$ cat src/rtl/trap_ctrl.sv
// Commit-stage trap controller: arbitrates interrupts, exceptions and mret at WB,
// then sequences the CSR update pulse and the front-end redirect.
module trap_ctrl (
    input  logic        clk,
    input  logic        rst,
    input  logic        inst_valid,
    input  logic [31:0] pc_wb,
    input  logic [31:0] inst_wb,
    input  logic [31:0] addr_wb,
    input  logic        exc_illegal,
    input  logic        exc_ecall,
    input  logic        exc_lfault,
    input  logic        exc_sfault,
    input  logic        mret_wb,
    input  logic        irq_ext,
    input  logic        irq_timer,
    input  logic [31:0] mstatus,
    input  logic [31:0] mie,
    input  logic [31:0] mtvec,
    input  logic [31:0] mepc_i,
    output logic        is_trap,
    output logic        is_mret,
    output logic [31:0] mepc,
    output logic [31:0] mcause,
    output logic [31:0] mtval,
    output logic        kill_wb,
    output logic        flush,
    output logic        stall,
    output logic        redirect,
    output logic [31:0] redirect_pc
);

    localparam logic [1:0] S_IDLE  = 2'd0;
    localparam logic [1:0] S_TRAP  = 2'd1;
    localparam logic [1:0] S_MRET  = 2'd2;
    localparam logic [1:0] S_REDIR = 2'd3;

    logic [1:0]  state_q, state_d;
    logic        ext_s1_q, ext_s1_d, ext_s2_q, ext_s2_d;
    logic        tmr_s1_q, tmr_s1_d, tmr_s2_q, tmr_s2_d;
    logic [31:0] epc_q, epc_d, cause_q, cause_d, tval_q, tval_d, tgt_q, tgt_d;

    logic        ext_pend, tmr_pend, take_trap, take_mret, is_irq;
    logic [31:0] cause_n, tval_n;

    logic unused_ok;
    assign unused_ok = ^{mstatus[31:4], mstatus[2:0], mie[31:12], mie[10:8], mie[6:0]};

    // Vectored mode only applies to interrupts; exceptions always go to the base.
    function automatic logic [31:0] trap_target(input logic [31:0] tvec,
                                                input logic        irq,
                                                input logic [31:0] cause);
        logic [31:0] base;
        base = {tvec[31:2], 2'b00};
        if (irq && tvec[1:0] == 2'b01)
            return base + {26'b0, cause[3:0], 2'b00};
        return base;
    endfunction

    always_comb begin
        ext_pend  = mstatus[3] & mie[11] & ext_s2_q;
        tmr_pend  = mstatus[3] & mie[7]  & tmr_s2_q;
        take_trap = 1'b0;
        take_mret = 1'b0;
        is_irq    = 1'b0;
        cause_n   = 32'd0;
        tval_n    = 32'd0;
        if (state_q == S_IDLE && inst_valid) begin
            if (ext_pend) begin
                take_trap = 1'b1; is_irq = 1'b1; cause_n = 32'h8000_000B;
            end else if (tmr_pend) begin
                take_trap = 1'b1; is_irq = 1'b1; cause_n = 32'h8000_0007;
            end else if (exc_illegal) begin
                take_trap = 1'b1; cause_n = 32'd2; tval_n = inst_wb;
            end else if (exc_ecall) begin
                take_trap = 1'b1; cause_n = 32'd11;
            end else if (exc_lfault) begin
                take_trap = 1'b1; cause_n = 32'd5; tval_n = addr_wb;
            end else if (exc_sfault) begin
                take_trap = 1'b1; cause_n = 32'd7; tval_n = addr_wb;
            end else if (mret_wb) begin
                take_mret = 1'b1;
            end
        end
    end

    always_comb begin
        ext_s1_d = irq_ext;
        ext_s2_d = ext_s1_q;
        tmr_s1_d = irq_timer;
        tmr_s2_d = tmr_s1_q;
        state_d  = state_q;
        epc_d    = epc_q;
        cause_d  = cause_q;
        tval_d   = tval_q;
        tgt_d    = tgt_q;
        case (state_q)
            S_IDLE: begin
                if (take_trap) begin
                    state_d = S_TRAP;
                    epc_d   = pc_wb;
                    cause_d = cause_n;
                    tval_d  = tval_n;
                    tgt_d   = trap_target(mtvec, is_irq, cause_n);
                end else if (take_mret) begin
                    state_d = S_MRET;
                    tgt_d   = mepc_i;
                end
            end
            S_TRAP, S_MRET: state_d = S_REDIR;
            default:        state_d = S_IDLE;
        endcase
    end

    always_ff @(posedge clk or negedge rst) begin
        if (!rst) begin
            state_q  <= S_IDLE;
            ext_s1_q <= 1'b0;
            ext_s2_q <= 1'b0;
            tmr_s1_q <= 1'b0;
            tmr_s2_q <= 1'b0;
            epc_q    <= 32'd0;
            cause_q  <= 32'd0;
            tval_q   <= 32'd0;
            tgt_q    <= 32'd0;
        end else begin
            state_q  <= state_d;
            ext_s1_q <= ext_s1_d;
            ext_s2_q <= ext_s2_d;
            tmr_s1_q <= tmr_s1_d;
            tmr_s2_q <= tmr_s2_d;
            epc_q    <= epc_d;
            cause_q  <= cause_d;
            tval_q   <= tval_d;
            tgt_q    <= tgt_d;
        end
    end

    // kill_wb is input-driven, so it is gated by reset explicitly.
    always_comb begin
        kill_wb     = take_trap & rst;
        is_trap     = (state_q == S_TRAP);
        is_mret     = (state_q == S_MRET);
        flush       = is_trap | is_mret;
        redirect    = (state_q == S_REDIR);
        stall       = flush | redirect;
        mepc        = is_mret ? mepc_i : epc_q;
        mcause      = cause_q;
        mtval       = tval_q;
        redirect_pc = redirect ? tgt_q : 32'd0;
    end

endmodule

$ cat config.mk
export PLATFORM = sky130hd
export DESIGN_NAME = trap_ctrl
export DESIGN_NICKNAME = d
export VERILOG_FILES = /design/src/rtl/trap_ctrl.sv
export SDC_FILE = /design/constraint.sdc
export NUM_CORES = 1
export LEC_CHECK = 0
export CORE_UTILIZATION = 30
export DETAILED_ROUTE_END_ITERATION = 8
export GPL_ROUTABILITY_DRIVEN = 0
export MAX_ROUTING_LAYER = met4
export PLACE_DENSITY_LB_ADDON = 0.1
export REMOVE_ABC_BUFFERS = 1
export SLEW_MARGIN = 20
export SYNTH_ARGS = -nofsm -noshare
export SYNTH_HDL_FRONTEND = slang
export SYNTH_SLANG_ARGS = --single-unit
$ cat constraint.sdc
create_clock -name clk -period 3.7 [get_ports clk]
set_input_delay 0.37 -clock clk [delete_from_list [all_inputs] [get_ports clk]]
set_output_delay 0.37 -clock clk [all_outputs]
set_load 0.02 [all_outputs]
# Word level (Yosys, flattened, before mapping)
# Cells that the tools add are included.
# op_classes
addsub	1
mul	0
div_mod_pow	0
n_lt_le_gt_ge	0
n_eq_ne	5
shifts	0
mux	44
bitwise_logic	7
reduce_logical	7
# ops
op	count
32-bit 2-to-1 mux	16
32-bit by 6-bit adder with 32-bit output	1
1-bit 2-to-1 mux	21
4-bit 2-to-1 mux	2
3-bit 2-to-1 mux	2
1-bit bitwise AND	5
2-bit by 1-bit == test with 1-bit output, second input constant	2
2-bit == test, second input constant	2
2-bit 2-to-1 mux	2
2-bit case mux with 2 select lines	1
2-bit AND reduction	2
3-bit inequality test, second input constant	1
1-bit logical AND	2
2-bit logical NOT	1
1-bit OR	2
2-bit nonzero test	1
2-bit OR reduction	1
# totals
regBits	134
latch_bits	0
ram_bits	0
mem_bits_ro	0
out_inout_bits	134
wordCells	73
n_memories	0

# Depth between registers and ports, before layout
# logic_depth
ltp_word	11
mapped_depth	13
depth_no_buf	11

# Worst setup path before layout
# OpenSTA, ideal clock, no wires.
# synth_path
path_type	register -> register
startpoint	reg state_q[0]
endpoint	reg tgt_q[22]
arrival_time_ps	2531
required_time_ps	3563
path_slack_ps	1032
path_stages_with_launch	13
n_path_buf	2
cell_sequence	dfrtp_1 inv_1 ha_1 nand2_1 clkbuf_1 nor2_1 ha_1 fa_1 a31oi_1 clkbuf_1 nor4_1 xnor2_1 a21oi_1
# synth_between
word_cells_on_any_way	16
cone_classes	add/sub (1); mux (10); reduce/logical (5)
# synth_rtl
item	line	rtl
start: declaration	38	logic [1:0] state_q, state_d;
start signal: assignment	127	state_q <= state_d;
2-bit logical NOT	68	if (state_q == S_IDLE && inst_valid) begin
1-bit logical AND	68	
32-bit 2-to-1 mux	68	
net cause_n[0]	44	logic [31:0] cause_n, tval_n;
32-bit by 6-bit adder with 32-bit output	56	return base + {26'b0, cause[3:0], 2'b00};
32-bit 2-to-1 mux	55	if (irq && tvec[1:0] == 2'b01)
32-bit 2-to-1 mux	57	return base;
32-bit 2-to-1 mux	99	if (take_trap) begin
end signal: assignment	135	tgt_q <= tgt_d;
end: declaration	41	logic [31:0] epc_q, epc_d, cause_q, cause_d, tval_q, tval_d, tgt_q, tgt_d;
# The timed path passes the listed nets, and every way through them passes these cells. The select of a mux whose other input is x is not followed.
# A chain may end at the register's enable or synchronous reset.

# Final worst setup path
# layout_path
startpoint	in mie[11]
endpoint	reg tgt_q[23]
# layout_between
word_cells_on_any_way	20
cone_classes	add/sub (1); mux (14); bitwise (2); reduce/logical (3)
# layout_rtl
item	line	rtl
start: declaration	18	input logic [31:0] mie,
1-bit bitwise AND (2 in a row)	61	ext_pend = mstatus[3] & mie[11] & ext_s2_q;
32-bit 2-to-1 mux	69	if (ext_pend) begin
32-bit 2-to-1 mux	68	
net cause_n[1]	44	
32-bit by 6-bit adder with 32-bit output	56	
32-bit 2-to-1 mux	55	
32-bit 2-to-1 mux	57	
32-bit 2-to-1 mux	99	
# The timed path passes the listed nets, and every way through them passes these cells. The select of a mux whose other input is x is not followed.

==> flow_summary.yaml <==
status:
  result_of_the_run: "complete, no violations"
floorplanning:
  die_w_um: 145.0
  die_area_mm2: 0.02102
  ioPinCount: 368
  core_mm2: 0.01972
  floorplan.die.height_um: 145.0
  initial_core_util_pct: 31.10
  std_cell_rows: 51
grt:
  grtUsageTotal_pct: 20.92
  grt_start_max_net_pins: 57
  grt_remaining_overflow: 0
  grt_pass1_vias: 5977
  grt_first_pass_wirelength_mm: 33.20
  antenna_found_initial: 1
synth:
  synth_top_area_share_pct: 43.66
  synth_largest_area_cell: "dfrtp_1"
  synth_area_mm2: 0.006132
  ys_ff_latch: 107
  synthTopCellsByArea: "dfrtp_1 (44%), nand2_1 (11%), mux2_2 (6.1%)"
  ys_types: 47
  seq_area_frac_synth_pct: 43.66
  async_flop_share_pct: 100.0
  postSynthAreaPerCell_um2: 8.735
  synth_edf_count: 0
  yosys_warning_total: 0
  synth_top_flop_cell: "dfrtp_1"
  post_synth_inst_count: 702
critical_path:
  timing.reg2reg.worst_path_depth: 10
  cp_top_family: "simple AND/OR/NAND/NOR gates"
  path_cells: "clkdlybuf4s50_1, a22oi_1, nor2_1, nor3_1, a21oi_1, ha_1, a21o_1, a31oi_1, or4_4, or3_1, a211oi_1"
  cell_type_of_the_slowest_stage_on_the_worst_timing_path: "or4_4"
  critPathArrivalTime_ns: 3.47
  timing.critical_path.to_type: "flop"
  worst-setup-path-type: "in -> reg"
  max_stage_delay_ns: 0.49
  crit-reg2reg-capture: "tgt_q[23]"
  r2r-start: "ext_s2_q"
  rrSetupSlack_ns: 0.54
  cp-start-kind: "input port"
  cp_max_fo: 5
  critical_path_buf_inv_count: 1
  cp_data_required_time_ns: 3.96
detailed_routing:
  routedWlPerCell_um: 17.00
  detail-route-antenna-nets: 0
  pre_repair_dr_iteration_count: 4
  post-route-drc-count: 0
  via_count: 5945
  drt_iter0_drc: 322
  drt-vias-per-instance: 4.814
  routed_wirelength_mm: 20.99
sta:
  rsz0062_at_grt: "false"
  worst_slew_margin_rel_pct: 53.09
  achievable-frequency_ghz: 0.3115
  final_hold_vio_count: 0
  finalMaxSlewViolations: 0
  setup_viol_count_final: 0
  finalWorstPathRequiredPeriod_ns: 3.210
  min_period_over_period_pct: 86.76
  tightestPinTransition_ns: 0.6938
  final.setup.tns_ns: 0
  clock_skew_ns: 0.009628
cells_and_area:
  syn2layout_area_growth_pct: 54.21
  drive_gt1_share_pct: 8.256
  finalCoreUtilization_pct: 47.96
  nets: 1207
  multi_input_area_mm2: 0.003183
  ff_latch_area_mm2: 0.002678
  fillCellCount: 1905
hold_path:
  worst_hold_path_type: "reg -> reg"
  hold-path-endpoint: "tmr_s2_q"
  holdPathStages: 0
  hp-start: "tmr_s1_q"
power:
  totalPowerFinal_uw: 6644
  cellPowerDensity_mw_per_mm2: 702.5
  leakage_uw: 0.003949
  ir_drop_v: 0.0003439
placement:
  detailed_place_hpwl_mm: 15.49
  portBuffers: 279
cts:
  clk_pin_slew_ns: 0.07
  htree_num_levels: 3
  cts_tree: "built"
  ctsLongestPathBuffers: 2
  cts_buffers: 9
  cts_setup_buffers: 0
  clock-sinks: 107
  cts.root.buffer_cell: "clkbuf_16"
  clk-insertion-delay-late_ns: 0.35
flow_run:
  drv.max_cap_violation_count: 0
==> power by group <==
group / total (uW) / switching (uW) / internal [uW]
clock network: 935 / 456 / 479
logic: 3730 / 1940 / 1790
registers: 1980 / 265 / 1720
total: 6640 / 2660 / 3980
==> cell usage after synthesis, types with 2 or more instances <==
library cell,number
a211oi_1,3
a21o_1,6
a21oi_1,30
a22oi_1,41
a31oi_1,4
and2_1,34
and3_1,19
and4_1,2
buf_1,6
buf_2,2
buf_4,27
clkbuf_1,40
dfrtp_1,107
ha_1,8
inv_1,5
mux2_2,33
mux2i_1,4
nand2_1,177
nand2b_1,3
nand3_1,13
nand3b_1,3
nand4_1,4
nor2_1,12
nor2b_1,2
nor3_1,7
nor4_1,13
nor4b_1,3
o21ai_0,46
o22ai_1,4
o32ai_1,2
or4_1,3
xnor2_1,23
xor2_1,2
==> layer usage <==
| metal | vias to the layer above | GRT usage [%] | part of all wire [%] | routed length [um] |
|---|---|---|---|---|
| met3 | 24 | 5.220 | 7.8 | 1629 |
| met1 | 2777 | 26.15 | 44 | 9211 |
| li1 | 2889 | - | - | - |
| met2 | 255 | 32.93 | 46 | 9736 |
| met5 | - | - | 0 | 0 |
| met4 | 0 | 6.862 | 2.0 | 414 |
==> placed cells by master, fill, tap and decap left out, types with 5 or more instances in the layout <==
master           netlist  routed
a21o_1                 6       6
a21oi_1               30      30
a22oi_1               41      41
and2_1                34      34
and3_1                19      19
buf_4                 27      20
clkbuf_16              0       9
clkdlybuf4s50_1        0     278
conb_1                 1      27
dfrtp_1              107     107
ha_1                   8       7
inv_1                  5       5
mux2_2                33      33
nand2_1              177     177
nand3_1               13      13
nor2_1                12      10
nor3_1                 7       6
nor4_1                13      13
o21ai_0               46      46
xnor2_1               23      23
==> state kept, by name, summed over array words and instances, names as in the netlist <==
signal and flops:
state_q 2, mcause 5, tmr_s2_q 1, ext_s1_q 1, mtval 32, epc_q 32, tmr_s1_q 1, ext_s2_q 1
tgt_q 32
==> per-stage QoR <==
| step | hold slack (ns) | worst slack, ns | instances | area [um^2] |
|---|---|---|---|---|
| finish | 0.3519 | 0.4900 | 1235 | 9457 |
| global route | 0.3720 | 0.3315 | 1235 | 9457 |
| CTS | 0.3519 | 0.5330 | 1234 | 9454 |
| detailed placement | 0.3204 | 0.1653 | 1217 | 9164 |
| global placement | 0.3158 | 0.2086 | 1217 | 9164 |
| floorplan | 0.07441 | -0.7416 | 653 | 5844 |
==> repair_timing <==
action	CTS	global route
hold endpoints to repair	25	0
setup endpoints to repair	0	0
hold buffers	1	0
gates resized for setup	0	0
==> cell families (layout without fill, tap and decap cells) <==
family / after synthesis / after routing / share of synthesized area, %
buffers and inverters: 80 / 321 / 6.590
other: 1 / 28 / 0.06115
flip-flops: 107 / 107 / 43.66
AND/OR/NAND/NOR: 303 / 303 / 23.55
XOR/XNOR: 25 / 25 / 3.571
adder cells (fa/ha/maj): 9 / 9 / 1.959
AO/OA/AOI/OAI: 140 / 140 / 13.90
multiplexers: 37 / 37 / 6.713
==> worst max path at each step <==
stage | slack (ns) | cells past startpoint | start | to
2_1_floorplan | -0.74 | 5 | ext_s2_q | tgt_q[10]
6_report | 0.49 | 11 | mie[11] | tgt_q[23]
3_5_place_dp | 0.17 | 11 | mie[11] | tgt_q[23]
4_1_cts | 0.53 | 11 | mie[11] | tgt_q[23]
5_1_grt | 0.33 | 11 | mie[11] | tgt_q[23]
3_3_place_gp | 0.21 | 11 | mie[11] | tgt_q[23]
==> cell type report <==
class,instances,area share (%)
Clock inverter,5,0.3969
Tap cell,265,3.506
Clock buffer,11,2.567
Timing Repair Buffer,300,31.33
Sequential cell,107,28.31
Multi-Input combinational cell,541,33.66
Inverter,5,0.1985
Antenna cell,1,0.02646
Power figures use the tool's default switching activity.
